### config.mk
export PLATFORM = sky130hd
export DESIGN_NAME = regfile_gen_flat
export DESIGN_NICKNAME = d
export VERILOG_FILES = /design/src/rtl/regfile_gen_if.sv /design/src/rtl/regfile_gen.sv /design/src/flat_wrapper.sv
export SDC_FILE = /design/constraint.sdc
export NUM_CORES = 2
export LEC_CHECK = 0
export CORE_MARGIN = 8
export CORE_UTILIZATION = 45
export CTS_CLUSTER_SIZE = 8
export DETAILED_ROUTE_END_ITERATION = 8
export PLACE_DENSITY = 0.57
export SLEW_MARGIN = 20
export SYNTH_ARGS = -nofsm -noshare
export SYNTH_HDL_FRONTEND = slang
export SYNTH_SLANG_ARGS = --single-unit
### constraint.sdc
create_clock -name clk -period 7.5 [get_ports clk]
set_clock_uncertainty 0.2 [all_clocks]
set_input_delay 1.5 -clock clk [delete_from_list [all_inputs] [get_ports clk]]
set_output_delay 1.5 -clock clk [all_outputs]
set_load 0.03 [all_outputs]
### src/rtl/regfile_gen_if.sv
// Purpose : bundles the register-file access signals (reads, write, issue, status).
// Latency : none; this is a plain signal bundle.
// Backpressure: none; the slave reports its clear sweep on busy and drops requests meanwhile.
// Ports   : master drives rs1/rs2/rd/wdata/we/iss_valid/iss_rd and observes
//           rdata1/rdata2/rs1_pend/rs2_pend/busy; slave is the reverse.
interface regfile_gen_if #(
  parameter int XLEN  = 64,
  parameter int NREGS = 32
);
  localparam int AW = $clog2(NREGS);

  logic [AW-1:0]   rs1;
  logic [AW-1:0]   rs2;
  logic [AW-1:0]   rd;
  logic [XLEN-1:0] wdata;
  logic            we;
  logic            iss_valid;
  logic [AW-1:0]   iss_rd;
  logic [XLEN-1:0] rdata1;
  logic [XLEN-1:0] rdata2;
  logic            rs1_pend;
  logic            rs2_pend;
  logic            busy;

  modport master (
    output rs1, rs2, rd, wdata, we, iss_valid, iss_rd,
    input  rdata1, rdata2, rs1_pend, rs2_pend, busy
  );

  modport slave (
    input  rs1, rs2, rd, wdata, we, iss_valid, iss_rd,
    output rdata1, rdata2, rs1_pend, rs2_pend, busy
  );
endinterface

### src/rtl/regfile_gen.sv
// Purpose : NREGS x XLEN register file with a pending-write scoreboard and a
//           one-register-per-cycle clear sweep after reset (r0 hardwired to 0).
// Latency : reads and pending status are combinational; writes land on the next rising edge.
// Backpressure: busy is high for NREGS cycles after reset; we/iss_valid are dropped then.
// Ports   : clk, reset (synchronous, active-high); bus (regfile_gen_if.slave) carries
//           rs1/rs2/rd/wdata/we/iss_valid/iss_rd in, rdata1/rdata2/rs1_pend/rs2_pend/busy out.
// Config  : define REGFILE_GEN_BYPASS_EN to forward same-cycle write data (and clear the
//           pending flag) to a read port whose index matches rd.
module regfile_gen #(
  parameter int          XLEN    = 64,
  parameter int          NREGS   = 32,
  parameter int          SP_IDX  = 31,
  parameter int unsigned SP_INIT = 8
) (
  input  logic          clk,
  input  logic          reset,
  regfile_gen_if.slave  bus
);

  localparam int              AW       = $clog2(NREGS);
  localparam logic [AW-1:0]   LAST_IDX = AW'(NREGS - 1);
  localparam logic [AW-1:0]   SP_IDX_W = AW'(SP_IDX);
  localparam logic [XLEN-1:0] SP_VAL   = XLEN'(SP_INIT);

  typedef enum logic {
    CLEAR = 1'b0,
    RUN   = 1'b1
  } state_e;

  state_e                     state_q, state_d;
  logic [AW-1:0]              cnt_q, cnt_d;
  logic [NREGS-1:0]           pend_q, pend_d;
  logic [NREGS-1:0][XLEN-1:0] regs_q, regs_d;

  logic run;
  logic wr_run;
  logic iss_run;

  assign run     = (state_q == RUN);
  // Index 0 is never a real destination, so writes and issues to it vanish here.
  assign wr_run  = run && bus.we && (bus.rd != '0);
  assign iss_run = run && bus.iss_valid && (bus.iss_rd != '0);

  // Sweep control: the counter walks 0..NREGS-1, one register per cycle, then RUN.
  always_comb begin
    state_d = state_q;
    cnt_d   = cnt_q;
    case (state_q)
      CLEAR: begin
        cnt_d = cnt_q + 1'b1;
        if (cnt_q == LAST_IDX) begin
          state_d = RUN;
          cnt_d   = '0;
        end
      end
      RUN: begin
        state_d = RUN;
      end
      default: begin
        state_d = CLEAR;
        cnt_d   = '0;
      end
    endcase
  end

  // Register array next state: sweep write while clearing, normal write in RUN.
  always_comb begin
    regs_d = regs_q;
    if (state_q == CLEAR) begin
      regs_d[cnt_q] = (cnt_q == SP_IDX_W) ? SP_VAL : '0;
    end else if (wr_run) begin
      regs_d[bus.rd] = bus.wdata;
    end
  end

  // Pending vector: the set is applied after the clear so an issue and a
  // write to the same register in one cycle leave it pending.
  always_comb begin
    pend_d = pend_q;
    if (wr_run) begin
      pend_d[bus.rd] = 1'b0;
    end
    if (iss_run) begin
      pend_d[bus.iss_rd] = 1'b1;
    end
  end

  always_ff @(posedge clk) begin
    if (reset) begin
      state_q <= CLEAR;
      cnt_q   <= '0;
      pend_q  <= '0;
    end else begin
      state_q <= state_d;
      cnt_q   <= cnt_d;
      pend_q  <= pend_d;
    end
  end

  // No reset on the array itself: the sweep that follows every reset rewrites it.
  always_ff @(posedge clk) begin
    if (!reset) begin
      regs_q <= regs_d;
    end
  end

  // Read ports: zero while sweeping and for index 0.
  always_comb begin
    bus.rdata1   = '0;
    bus.rdata2   = '0;
    bus.rs1_pend = 1'b0;
    bus.rs2_pend = 1'b0;
    if (run) begin
      if (bus.rs1 != '0) begin
        bus.rdata1   = regs_q[bus.rs1];
        bus.rs1_pend = pend_q[bus.rs1];
`ifdef REGFILE_GEN_BYPASS_EN
        if (wr_run && (bus.rd == bus.rs1)) begin
          bus.rdata1   = bus.wdata;
          bus.rs1_pend = 1'b0;
        end
`endif
      end
      if (bus.rs2 != '0) begin
        bus.rdata2   = regs_q[bus.rs2];
        bus.rs2_pend = pend_q[bus.rs2];
`ifdef REGFILE_GEN_BYPASS_EN
        if (wr_run && (bus.rd == bus.rs2)) begin
          bus.rdata2   = bus.wdata;
          bus.rs2_pend = 1'b0;
        end
`endif
      end
    end
  end

  assign bus.busy = (state_q == CLEAR);

endmodule

### src/flat_wrapper.sv
// flat-port wrapper written by rule: the top's interface ports become plain ports
module regfile_gen_flat 
#(
  parameter int          XLEN    = 64,
  parameter int          NREGS   = 32,
  parameter int          SP_IDX  = 31,
  parameter int unsigned SP_INIT = 8
)
  (clk, reset, bus_rs1, bus_rs2, bus_rd, bus_wdata, bus_we, bus_iss_valid, bus_iss_rd, bus_rdata1, bus_rdata2, bus_rs1_pend, bus_rs2_pend, bus_busy);
  regfile_gen_if #(.XLEN(XLEN), .NREGS(NREGS)) bus_i ();
  input  logic clk;
  input  logic reset;
  input wire logic [$bits(bus_i.rs1)-1:0] bus_rs1;
  input wire logic [$bits(bus_i.rs2)-1:0] bus_rs2;
  input wire logic [$bits(bus_i.rd)-1:0] bus_rd;
  input wire logic [$bits(bus_i.wdata)-1:0] bus_wdata;
  input wire logic [$bits(bus_i.we)-1:0] bus_we;
  input wire logic [$bits(bus_i.iss_valid)-1:0] bus_iss_valid;
  input wire logic [$bits(bus_i.iss_rd)-1:0] bus_iss_rd;
  output wire logic [$bits(bus_i.rdata1)-1:0] bus_rdata1;
  output wire logic [$bits(bus_i.rdata2)-1:0] bus_rdata2;
  output wire logic [$bits(bus_i.rs1_pend)-1:0] bus_rs1_pend;
  output wire logic [$bits(bus_i.rs2_pend)-1:0] bus_rs2_pend;
  output wire logic [$bits(bus_i.busy)-1:0] bus_busy;
  assign bus_i.rs1 = bus_rs1;
  assign bus_i.rs2 = bus_rs2;
  assign bus_i.rd = bus_rd;
  assign bus_i.wdata = bus_wdata;
  assign bus_i.we = bus_we;
  assign bus_i.iss_valid = bus_iss_valid;
  assign bus_i.iss_rd = bus_iss_rd;
  assign bus_rdata1 = bus_i.rdata1;
  assign bus_rdata2 = bus_i.rdata2;
  assign bus_rs1_pend = bus_i.rs1_pend;
  assign bus_rs2_pend = bus_i.rs2_pend;
  assign bus_busy = bus_i.busy;
  regfile_gen #(.XLEN(XLEN), .NREGS(NREGS), .SP_IDX(SP_IDX), .SP_INIT(SP_INIT)) u_core (.clk(clk), .reset(reset), .bus(bus_i));
endmodule
==> flow_summary.rst <==
.. list-table::
   :header-rows: 1

   * - Metric
     - Value
   * - Detailed-route via count
     - 77172
   * - Leakage power total
     - 0.0410 uW
   * - Wire length of the first global-routing pass
     - 575 mm
   * - Area enclosed by the die boundary
     - 245000 um^2
   * - Clock latency on the worst-skew pair
     - 0.91 ns
   * - Data arrival time of the worst path
     - 5.76 ns
   * - CP top delay family
     - buffers and inverters
   * - Syn Nets
     - 8254
   * - Tightest Pin Transition
     - 1.21 ns
   * - Filler cell count
     - 19502
   * - Clock root cell
     - clkbuf_16
   * - Distinct cell type count after synthesis
     - 48
   * - Dominant cell type by area after synthesis
     - edfxtp_1
   * - Crit. path cell count
     - 9
   * - Total power divided by cell area
     - 218 nW/um^2
   * - Fraction of the yosys area taken by sequential cells
     - 0.584
   * - Count of buffer and inverter cells on the critical path
     - 4
   * - Unrepaired setup endpoints after global routing
     - no
   * - Synth top area share
     - 0.577
   * - Post-detailed-route count of antenna-violating nets
     - 0
   * - 1st-iter DRT viols
     - 11597
   * - Stage delay of the slowest cell on the critical path
     - 0.83 ns
   * - Time the worst path needs with I/O delays and setup
     - 7.46 ns
   * - Number of iterations in the first detailed-routing pass
     - 9
   * - Share of the cycle needed by the critical path after routing
     - 0.995
   * - Count of standard-cell rows
     - 176
   * - Critical path capture point type
     - output port
   * - Standard cell with the maximum stage delay on the critical path
     - clkdlybuf4s50_1
   * - Total clock buffers created by CTS
     - 303
   * - Fraction of registers with async set or reset after synthesis
     - 0
   * - Maximum number of buffers from clock root to sink
     - 4
   * - Post-layout power
     - 25600 uW
   * - Setup Buffers After CTS
     - 0
   * - Weighted congestion reported at the end of routability-driven placement
     - 0.868
   * - Initial cell density of the core
     - 0.451
   * - Number of nets at the end of the flow
     - 8168
   * - Cell Area, Placed
     - 109000 um^2
   * - Status
     - finished, final reports clean
   * - Instance count of the mapped netlist
     - 8161
   * - Antenna violations before repair
     - 12
   * - Most used standard cells in the synthesized netlist
     - nor2_1 (2092), edfxtp_1 (1984), mux2i_1 (976)
   * - Non-filler instance count after layout
     - 11145
   * - Mean Syn Cell Area
     - 12.7 um^2
   * - Synthesized flop and latch total
     - 2021
   * - Ordered cell list for the critical path
     - clkdlybuf4s50_1, buf_4, nor2_1, nand2_4, buf_12, o22ai_1, o21ai_0, nand4_1, clkdlybuf4s50_1
   * - Number of clock sinks
     - 2021
   * - Placed Cells
     - 10796
   * - Number of global-route vias before repair
     - 76198
   * - Cells taking the most area after synthesis
     - edfxtp_1 (58%), mux4_2 (9.9%), mux2i_1 (9.5%)
   * - Setup-violating endpoint count in the final report
     - 0
   * - Total of buffers placed on input and output ports
     - 218
   * - Average routed wire per standard cell
     - 37.4 um
   * - Critical path launch point type
     - input port
   * - Max-cap violations
     - 0
   * - Critical Path Most Common Cell
     - clkdlybuf4s50_1
   * - Total negative slack for setup checks
     - 0 ns
   * - Number of flops mapped to enable cells by yosys
     - 1984
   * - Number of top-level design ports
     - 219
   * - Largest net degree at the start of global routing
     - 66
   * - Max Freq
     - 0.134 GHz
   * - Count of cells resized by post-cts repair
     - 0
   * - Growth of design area from synthesis to finish
     - 13.5%
   * - Post-Syn Area
     - 103000 um^2
   * - DRC violation count after routing
     - 0
   * - Post-DR vias/cell
     - 6.92
   * - Relative slew slack
     - 0.197
   * - TritonCTS clock tree
     - built
   * - Number of pins exceeding their max-slew limit in the final report
     - 0
   * - Share of cells above drive strength 1
     - 0.165
   * - Gr ovfl total
     - 0
   * - Cell depth of the worst flop-to-flop path
     - 5
   * - Main synth FF type
     - edfxtp_1
   * - Number of failing hold endpoints at the final stage
     - 0
   * - Class of the most critical setup path
     - in2out
   * - Tot GR Track Use
     - 0.328
   * - Area of the core region
     - 229000 um^2
   * - Leading cell type by number of instances after synthesis
     - nor2_1
   * - Count of synthesis-stage warnings from yosys
     - 0
   * - Number of cells on the worst hold path
     - 2
   * - Design Area, Final
     - 117000 um^2
   * - DP HPWL
     - 238 mm
   * - Maximum fanout encountered on the critical timing path
     - 27
   * - Height of the die
     - 495 um
   * - Worst vdd ir
     - 0.229 mV
   * - Critical Path RT
     - 5.80 ns
   * - Post-CTS Hold Buffers
     - 0
   * - Worst hold slack across all endpoints
     - 0.397 ns
   * - Die boundary width
     - 495 um
   * - Routed Wire Length
     - 417 mm
   * - Worst hold path type
     - reg2reg
   * - Clock slew seen by the registers of the worst setup and hold paths
     - 0.05 ns
   * - H-Tree Depth
     - 5
[flip-flops by register name (all words and copies together), names as in the netlist]
register / count
u_core.cnt_q: 5
u_core.pend_q: 31
u_core.regs_q: 1984
u_core.run: 1
[report_power, final]
group	switching (uW)	total (uW)	internal, uW
Sequential	18.4	12300	12300
Combinational	871	1310	441
Clock	4800	12000	7200
[worst min-delay path: stages, from the launching register on]
cell and delay (ns):
dfxtp_1 0.37, nand4_1 0.11, a21oi_1 0.07
[layout make-up]
type,instances,area [um^2],area share
Tap cell,3026,3790,0.0323
Clock inverter,8,103,0.000875
Multi-Input combinational cell,5248,39800,0.340
Clock buffer,334,7740,0.0660
Sequential cell,2021,60300,0.515
Antenna cell,7,17.5,0.000149
Timing Repair Buffer,497,5450,0.0465
Inverter,4,15.0,0.000128
[metrics by stage]
stage / utilization / setup slack (ns)
final: 0.512 / 0.0356
after global routing: 0.512 / 0.0192
after CTS: 0.511 / 0.242
after detailed placement: 0.477 / 0.242
after global placement: 0.477 / 0.380
after floorplan: - / 1.81
[worst paths after layout]
kind / start / end / slack [ns]
max: bus_rs2[2] / bus_rdata2[35] / 0.04
min: u_core.cnt_q[0] / u_core.cnt_q[3] / 0.40
max reg2reg: u_core.run / u_core.regs_q[1523] / 3.33
min reg2reg: u_core.cnt_q[0] / u_core.cnt_q[3] / 0.40
[layout by cell type, fill, tap and decap left out, types with 38 or more instances in the layout]
cell type	instances
a21oi_1	96
a221oi_2	49
a22oi_1	387
buf_12	97
buf_4	209
clkbuf_16	305
clkdlybuf4s50_1	186
edfxtp_1	1984
mux2_2	65
mux2i_1	976
mux4_2	455
nand2_1	170
nand2_2	43
nand4_1	128
nor2_1	2058
nor2b_1	38
o21ai_0	191
o22ai_1	418
[cell families (layout without fill, tap and decap cells)]
kind of cell | after synthesis | after routing | synth area share
buffers and inverters | 892 | 843 | 0.0379
DFF | 2021 | 2021 | 0.584
other | 0 | 7 | 0
muxes | 1496 | 1496 | 0.201
AOI/OAI and AO/OA | 1169 | 1169 | 0.0767
and+or+nand+nor | 2578 | 2578 | 0.0999
adders and majority gates | 5 | 5 | 0.000606
[routing by layer]
layer | vias to the layer above | global-route usage | wire length (um)
met5 | - | 0 | 27
met1 | 39369 | 0.443 | 160000
met3 | 1296 | 0.0949 | 53700
li1 | 30527 | - | -
met2 | 5976 | 0.492 | 181000
met4 | 4 | 0.148 | 22100
(Power assumes the default switching activity.)
